==> src/rtl/axis_src_pkg.sv <==
// Shared types and field layout for the framed AXI-Stream ramp source.
package axis_src_pkg;

   localparam int TDATA_W  = 64;
   localparam int IDX_LSB  = 0;
   localparam int IDX_MSB  = 31;
   localparam int RAMP_LSB = 32;
   localparam int RAMP_MSB = 63;

   typedef enum logic [1:0] {
      IDLE,
      SEND,
      GAP
   } state_e;

endpackage

==> src/rtl/axis_pattern_source.sv <==
// AXI-Stream master emitting framed ramp patterns with idle gaps,
// full backpressure support and a graceful end-of-frame stop.
module axis_pattern_source
   import axis_src_pkg::*;
#(
   parameter int C_M00_AXIS_TDATA_WIDTH = TDATA_W
) (
   input  logic                              s00_axis_aclk,
   input  logic                              s00_axis_aresetn,
   input  logic                              start,
   input  logic                              stop,
   input  logic [15:0]                       frame_len,
   input  logic [15:0]                       num_frames,
   input  logic [7:0]                        gap_cycles,
   input  logic [31:0]                       seed,
   input  logic [31:0]                       step,
   input  logic                              m00_axis_tready,
   output logic                              m00_axis_tvalid,
   output logic [C_M00_AXIS_TDATA_WIDTH-1:0] m00_axis_tdata,
   output logic                              m00_axis_tlast,
   output logic [7:0]                        m00_axis_tstrb,
   output logic                              busy,
   output logic [15:0]                       frames_sent
);

   state_e      state_q, state_d;
   logic [15:0] len_q, len_d;
   logic [15:0] num_q, num_d;
   logic [7:0]  gap_q, gap_d;
   logic [31:0] step_q, step_d;
   logic [31:0] ramp_q, ramp_d;
   logic [15:0] idx_q, idx_d;
   logic [15:0] frames_q, frames_d;
   logic [7:0]  gcnt_q, gcnt_d;
   logic        stop_q, stop_d;
   logic        hs;
   logic        last;

   assign last = (idx_q == len_q - 16'd1);
   assign hs   = (state_q == SEND) && m00_axis_tready;

   always_comb begin
      state_d  = state_q;
      len_d    = len_q;
      num_d    = num_q;
      gap_d    = gap_q;
      step_d   = step_q;
      ramp_d   = ramp_q;
      idx_d    = idx_q;
      frames_d = frames_q;
      gcnt_d   = gcnt_q;
      stop_d   = stop_q;
      unique case (state_q)
         IDLE: begin
            if (start && frame_len != 16'd0) begin
               len_d    = frame_len;
               num_d    = num_frames;
               gap_d    = gap_cycles;
               step_d   = step;
               ramp_d   = seed;
               idx_d    = 16'd0;
               frames_d = 16'd0;
               stop_d   = 1'b0;
               state_d  = SEND;
            end
         end
         SEND: begin
            if (stop) stop_d = 1'b1;
            if (hs) begin
               ramp_d = ramp_q + step_q;
               idx_d  = idx_q + 16'd1;
               if (last) begin
                  idx_d    = 16'd0;
                  frames_d = frames_q + 16'd1;
                  // A pending stop still lets this frame's tlast go out.
                  if (stop_q || stop ||
                      (num_q != 16'd0 && frames_q + 16'd1 == num_q)) begin
                     state_d = IDLE;
                     stop_d  = 1'b0;
                  end else if (gap_q != 8'd0) begin
                     state_d = GAP;
                     gcnt_d  = gap_q;
                  end
               end
            end
         end
         GAP: begin
            if (stop_q || stop) begin
               state_d = IDLE;
               stop_d  = 1'b0;
            end else if (gcnt_q == 8'd1) begin
               state_d = SEND;
            end else begin
               gcnt_d = gcnt_q - 8'd1;
            end
         end
         default: state_d = IDLE;
      endcase
   end

   always_ff @(posedge s00_axis_aclk or negedge s00_axis_aresetn) begin
      if (!s00_axis_aresetn) begin
         state_q  <= IDLE;
         len_q    <= '0;
         num_q    <= '0;
         gap_q    <= '0;
         step_q   <= '0;
         ramp_q   <= '0;
         idx_q    <= '0;
         frames_q <= '0;
         gcnt_q   <= '0;
         stop_q   <= 1'b0;
      end else begin
         state_q  <= state_d;
         len_q    <= len_d;
         num_q    <= num_d;
         gap_q    <= gap_d;
         step_q   <= step_d;
         ramp_q   <= ramp_d;
         idx_q    <= idx_d;
         frames_q <= frames_d;
         gcnt_q   <= gcnt_d;
         stop_q   <= stop_d;
      end
   end

   // Outputs decode only flops, so nothing follows tready combinationally.
   assign m00_axis_tvalid                    = (state_q == SEND);
   assign m00_axis_tlast                     = (state_q == SEND) && last;
   assign m00_axis_tdata[IDX_MSB:IDX_LSB]   = {16'd0, idx_q};
   assign m00_axis_tdata[RAMP_MSB:RAMP_LSB] = ramp_q;
   assign m00_axis_tstrb                     = 8'hFF;
   assign busy                               = (state_q != IDLE);
   assign frames_sent                        = frames_q;

endmodule

==> config.mk <==
export PLATFORM = sky130hd
export DESIGN_NAME = axis_pattern_source
export DESIGN_NICKNAME = d
export VERILOG_FILES = /design/src/rtl/axis_src_pkg.sv /design/src/rtl/axis_pattern_source.sv
export SDC_FILE = /design/constraint.sdc
export NUM_CORES = 1
export LEC_CHECK = 0
export CAP_MARGIN = 20
export CORE_ASPECT_RATIO = 1.75
export CORE_MARGIN = 2
export CORE_UTILIZATION = 40
export CTS_CLUSTER_DIAMETER = 40
export DETAILED_ROUTE_END_ITERATION = 12
export GPL_TIMING_DRIVEN = 0
export MAX_ROUTING_LAYER = met4
export PLACE_DENSITY = 0.65
export SLEW_MARGIN = 30
export SYNTH_ARGS = -nofsm -noshare
export SYNTH_HDL_FRONTEND = slang
export SYNTH_SLANG_ARGS = --single-unit
==> constraint.sdc <==
create_clock -name s00_axis_aclk -period 8.9 [get_ports s00_axis_aclk]
set_clock_uncertainty 0.2 [all_clocks]
set_input_delay 2.67 -clock s00_axis_aclk [delete_from_list [all_inputs] [get_ports s00_axis_aclk]]
set_output_delay 2.67 -clock s00_axis_aclk [all_outputs]
set_load 0.05 [all_outputs]
; After elaboration in Yosys (flattened, before gate mapping)
; Index checks and enable logic that the tools add are counted.
[totals]
reg_bits = 147
out_inout_bits = 91
word_cells = 82
[classes]
n_addsub = 5
n_eq_ne = 15
n_mux = 32
reduce_logical = 20
[ops]
columns = cell, n
row1 = $mux W16, 5
row2 = $mux W32, 2
row3 = $pmux W16 S2, 2
row4 = $pmux W32 S2, 1
row5 = $mux W8, 6
row6 = $add A16 B1 Y16 const B, 2
row7 = $add A32 B32 Y32, 1
row8 = $eq A16 B16 Y1, 2
row9 = $reduce_bool A16 Y1, 2
row10 = $pmux W8 S2, 1
row11 = $sub A16 B1 Y16 const B, 1
row12 = $mux W2, 7
row13 = $ne A2 B2 Y1 const B, 5
row14 = $eq A8 B1 Y1 const B, 1
row15 = $reduce_bool A8 Y1, 1
row16 = $sub A8 B1 Y8 const B, 1
row17 = $reduce_and A7 Y1, 1
row18 = $mux W1, 6
row19 = $ne A2 B1 Y1 const B, 3
row20 = $pmux W2 S3, 1
row21 = $reduce_and A3 Y1, 2
row22 = $reduce_bool A2 Y1, 3
row23 = $reduce_and A5 Y1, 1
row24 = $logic_and A1 B1 Y1, 4
row25 = other kinds (10), 11

; Logic depth before layout (Yosys ltp)
; Gate-level depths: netlist of run 1.
[depth]
depth_word = 8
ltp_mapped = 12
mapped_depth_nobuf = 12

; Worst setup path after synthesis of run 1
; Ideal clock, no wire load.
[synth_path]
kind = register -> output
start = register idx_q[2]
end = output port m00_axis_tlast
arrival_time_ns = 2.705
setup_slack_ns = 3.325
path_stages_with_launch = 9
path_cell_list = dfrtp_1 nor2b_1 or3_1 a31o_2 nor3b_1 and4bb_2 nand3_2 buf_6 nor2_1
[synth_via]
elab_chain_len = 2
[synth_rtl]
columns = element, line
row1 = start: declaration, axis_pattern_source.sv:32  ; logic [15:0] idx_q, idx_d;
row2 = start signal: assignment, axis_pattern_source.sv:120  ; idx_q <= idx_d;
row3 = $eq A16 B16 Y1, axis_pattern_source.sv:39  ; assign last = (idx_q == len_q - 16'd1);
row4 = $logic_and A1 B1 Y1, axis_pattern_source.sv:129  ; assign m00_axis_tlast = (state_q == SEND) && last;
row5 = end: declaration, axis_pattern_source.sv:20  ; output logic m00_axis_tlast,
; No other way between the ends.

; Worst setup path after layout of run 1
[layout_path]
start = register len_q[6]
end = output port m00_axis_tlast
[layout_via]
elab_chain_len = 3
[layout_rtl]
columns = element, line
row1 = start: declaration, axis_pattern_source.sv:27  ; logic [15:0] len_q, len_d;
row2 = start signal: assignment, axis_pattern_source.sv:115  ; len_q <= len_d;
row3 = $sub A16 B1 Y16, axis_pattern_source.sv:39
row4 = $eq A16 B16 Y1, axis_pattern_source.sv:39
row5 = $logic_and A1 B1 Y1, axis_pattern_source.sv:129
; No other way between the ends.

==> run_summary.xml, run 1 <==
<?xml version="1.0" encoding="UTF-8"?>
<metrics>
  <group name="critical_path">
    <metric name="cp.arrival" unit="ns">3.79</metric>
    <metric name="cp-startpoint" unit="">len_q[6]$_DFFE_PN0P_</metric>
    <metric name="critical_path.max_fanout" unit="">10</metric>
    <metric name="timing_worst_setup_path_type" unit="">reg2out</metric>
    <metric name="reg2reg_slack" unit="ns">5.17</metric>
    <metric name="cp-start-kind" unit="">flop</metric>
    <metric name="rr_startpoint" unit="">ramp_q[0]$_DFFE_PN0P_</metric>
    <metric name="cp-end-kind" unit="">primary output</metric>
    <metric name="required" unit="ns">6.03</metric>
    <metric name="rr_worst_depth" unit="">12</metric>
  </group>
  <group name="die">
    <metric name="std_cell_rows" unit="">73</metric>
    <metric name="start_util" unit="%">40.9</metric>
    <metric name="ioPinCount" unit="">200</metric>
    <metric name="die_width" unit="um">119</metric>
    <metric name="floorplan.die_area" unit="sq um">24500</metric>
    <metric name="design.core.area" unit="sq um">22700</metric>
    <metric name="die_height" unit="um">206</metric>
  </group>
  <group name="detailed_routing">
    <metric name="detail-route-antenna-nets" unit="">0</metric>
    <metric name="route.vias.total" unit="">8809</metric>
    <metric name="routedWlPerCell" unit="um">18.0</metric>
    <metric name="detailed_route_iter0_violations" unit="">451</metric>
    <metric name="drt-vias-per-instance" unit="">5.42</metric>
    <metric name="dr.pass1.iters" unit="">5</metric>
    <metric name="drc" unit="">0</metric>
    <metric name="detail_route.wirelength" unit="um">29300</metric>
  </group>
  <group name="clock_tree">
    <metric name="holdBufCountCts" unit="">0</metric>
    <metric name="numCtsBuffers" unit="">17</metric>
    <metric name="clock_tree.htree_level_count" unit="">4</metric>
    <metric name="cts.reportedPaths.clkPinSlew" unit="ns">0.06</metric>
    <metric name="maximum_root_to_sink_buffer_count" unit="">2</metric>
    <metric name="tritoncts_clock_tree" unit="">built</metric>
    <metric name="cts_root_buffer" unit="">sky130_fd_sc_hd__clkbuf_16</metric>
    <metric name="clock_latency" unit="ns">0.44</metric>
    <metric name="sinks_on_the_clock_net" unit="">147</metric>
    <metric name="cts_resized" unit="">0</metric>
    <metric name="cts_setup_buffers" unit="">0</metric>
  </group>
  <group name="sta">
    <metric name="relSlewSlack" unit="%">36.4</metric>
    <metric name="max_slew.worst_pin.slew" unit="ns">0.955</metric>
    <metric name="timing_max_transition_violations_final" unit="">0</metric>
    <metric name="final_min_period_over_clock_period" unit="%">74.8</metric>
    <metric name="setup_viol" unit="">0</metric>
    <metric name="setup_tns" unit="ns">0</metric>
    <metric name="finalHoldViolations" unit="">0</metric>
    <metric name="unrepaired_setup_endpoints_after_global_routing" unit="">no</metric>
    <metric name="period_minus_slack" unit="ns">6.66</metric>
    <metric name="fmax" unit="MHz">150</metric>
  </group>
  <group name="placement">
    <metric name="dpl-instance-area" unit="sq um">11500</metric>
    <metric name="dp_hpwl" unit="um">22200</metric>
    <metric name="placed_cells_incl_taps" unit="">1593</metric>
    <metric name="placement.io_buffers" unit="">175</metric>
    <metric name="place_congestion" unit="">0.873</metric>
  </group>
  <group name="layout">
    <metric name="diodes_inserted" unit="">0</metric>
    <metric name="design_area" unit="sq um">12200</metric>
    <metric name="layout.filler_cells" unit="">2186</metric>
    <metric name="multi_input_comb_area" unit="sq um">5280</metric>
    <metric name="final_nets" unit="">1458</metric>
    <metric name="layout_commonest_cell" unit="">sky130_fd_sc_hd__nand2_1</metric>
    <metric name="post_layout_utilization_of_the_core" unit="%">53.7</metric>
    <metric name="mostFrequentLayoutCells" unit="">247 x sky130_fd_sc_hd__nand2_1, 174 x sky130_fd_sc_hd__clkdlybuf4s50_1, 147 x sky130_fd_sc_hd__dfrtp_1</metric>
    <metric name="drive_above_1_share" unit="%">8.53</metric>
    <metric name="area_overhead_vs_synth" unit="%">31.3</metric>
    <metric name="final_cell_count_no_fill" unit="">1625</metric>
    <metric name="regArea" unit="sq um">3680</metric>
  </group>
  <group name="global_route">
    <metric name="grt_antenna_before_repair" unit="">0</metric>
    <metric name="groute.usage.overall" unit="%">24.9</metric>
    <metric name="grt_start_max_net_pins" unit="">79</metric>
    <metric name="grt_first_pass_wirelength" unit="um">46300</metric>
    <metric name="grt_pass1_vias" unit="">8859</metric>
    <metric name="grt.overflow.total" unit="">0</metric>
  </group>
  <group name="min_path">
    <metric name="hold_class" unit="">reg2reg</metric>
    <metric name="worst_hold_path.num_cells" unit="">2</metric>
    <metric name="hp-start" unit="">step_q[2]$_DFFE_PN0P_</metric>
  </group>
  <group name="synthesis">
    <metric name="synth_enable_flop_cells" unit="">0</metric>
    <metric name="seq_area_frac_synth" unit="%">39.5</metric>
    <metric name="synth_top_cell_area_share" unit="%">39.5</metric>
    <metric name="synth_area_per_cell" unit="sq um">8.50</metric>
    <metric name="synthesis.instances" unit="">1095</metric>
    <metric name="ys_top_cells_by_area" unit="">sky130_fd_sc_hd__dfrtp_1 40%, sky130_fd_sc_hd__nand2_1 10%, sky130_fd_sc_hd__ha_1 4.8%</metric>
    <metric name="ys_ff_latch" unit="">147</metric>
    <metric name="synth.cell_area" unit="sq um">9310</metric>
    <metric name="yosys_most_used_dff" unit="">sky130_fd_sc_hd__dfrtp_1</metric>
    <metric name="asyncSetResetFlopFracSynth" unit="%">100</metric>
    <metric name="yosysWarningCount" unit="">0</metric>
    <metric name="netlist-cell-type-count" unit="">77</metric>
    <metric name="post-synth-top-area-cell" unit="">sky130_fd_sc_hd__dfrtp_1</metric>
  </group>
  <group name="power">
    <metric name="final_total_power" unit="uW">3860</metric>
    <metric name="power.density" unit="nW/um^2">316</metric>
    <metric name="static_leakage_power" unit="uW">0.00534</metric>
    <metric name="vdd_ir_drop_max" unit="mV">0.194</metric>
  </group>
  <group name="status">
    <metric name="run_status" unit="">complete, no violations</metric>
  </group>
  <group name="job">
    <metric name="max_cap_violations" unit="">0</metric>
  </group>
</metrics>
-- worst paths after layout --
check | end
worst max-delay path | m00_axis_tlast
worst min-delay path | step_q[2]$_DFFE_PN0P_
worst max register to register | ramp_q[24]$_DFFE_PN0P_
worst min register to register | step_q[2]$_DFFE_PN0P_
max in group asynchronous | num_q[4]$_DFFE_PN0P_
min in group asynchronous | step_q[20]$_DFFE_PN0P_
-- critical path, cell delays in order (launching register included) --
cell and delay, ns:
sky130_fd_sc_hd__dfrtp_1 0.45, sky130_fd_sc_hd__nor3_1 0.53, sky130_fd_sc_hd__nand4b_1 0.28, sky130_fd_sc_hd__or3_1 0.42
sky130_fd_sc_hd__o211ai_1 0.11, sky130_fd_sc_hd__or2_2 0.16, sky130_fd_sc_hd__nand3_2 0.13, sky130_fd_sc_hd__buf_6 0.21
sky130_fd_sc_hd__nor2_1 0.20, sky130_fd_sc_hd__clkdlybuf4s50_1 0.85
-- cells in the mapped netlist (all sizes together), types with 12 or more instances --
cell	number
a21o	14
a21oi	79
a31oi	13
and3	13
buf	33
clkbuf	34
dfrtp	147
ha	36
inv	14
mux2	18
nand2	248
nand3	40
nand4	16
nor2	65
nor2b	13
nor3	23
nor4	18
o21ai	66
or3	12
xnor2	42
xor2	28
-- cells by family after synthesis --
group	after synthesis	share of synthesized area [%]
AND/OR/NAND/NOR	494	25.0
AO/OA/AOI/OAI	237	16.0
flip-flops	147	39.5
buffers and inverters	81	4.61
XOR/XNOR	70	6.59
adder cells (fa/ha/maj)	37	5.06
multiplexers	27	3.15
other	2	0.0807
-- per-stage QoR --
stage	worst slack (ns)	hold WS (ns)
after detailed placement	2.46	0.268
after floorplan	3.32	0.250
after CTS	2.25	0.284
final	2.24	0.279
after global routing	2.04	0.309
after global placement	-1.30	0.263
-- flip-flops by register name, summed over array words and instances, names as in the netlist --
| register | cells |
|---|---|
| num_q | 16 |
| gap_q | 8 |
| gcnt_q | 8 |
| idx_q | 16 |
| state_q | 2 |
| len_q | 16 |
| step_q | 32 |
| stop_q | 1 |
| ramp_q | 32 |
| frames_sent | 16 |
-- layout make-up --
| cell class | count | area share (%) |
|---|---|---|
| multi-input cells | 889 | 43.2 |
| flip-flops and latches | 147 | 30.1 |
| repair buffers | 176 | 14.6 |
| clock buffers | 18 | 3.60 |
| plain buffers | 67 | 3.08 |
| well taps | 300 | 3.07 |
| clock inverters | 14 | 1.85 |
| inverters | 14 | 0.430 |
-- power breakdown --
group	total (uW)	switching (uW)	internal [uW]	leakage [uW]
sequential	1100	232	868	0.00183
clock	821	311	510	0.000323
combinational	1940	1150	791	0.00319
-- layer usage --
metal  global-route usage, %  wire length [um]
met1                    26.8             11100
met2                    45.7             15900
met3                    3.22              1390
met4                    10.4               918
met5                       -                 0
Note: power is estimated with default switching activity, not from simulation.
==> run 2, diff against run 1 <==
==> constraint.sdc (replaced) <==
create_clock -name s00_axis_aclk -period 6.8 [get_ports s00_axis_aclk]
set_clock_uncertainty 0.2 [all_clocks]
set_input_delay 2.04 -clock s00_axis_aclk [delete_from_list [all_inputs] [get_ports s00_axis_aclk]]
set_output_delay 2.04 -clock s00_axis_aclk [all_outputs]
set_load 0.05 [all_outputs]
==> results of run 2 <==
The final DEF is identical to that of run 1. Status: complete, no violations.
Main changes from that run: setup slack after placement 2.46 ns -> 0.990 ns; setup slack after layout 2.24 ns -> 0.772 ns; register-to-register setup slack 5.17 ns -> 3.07 ns; total power 3860 uW -> 5050 uW; worst IR drop on VDD 0.194 mV -> 0.254 mV
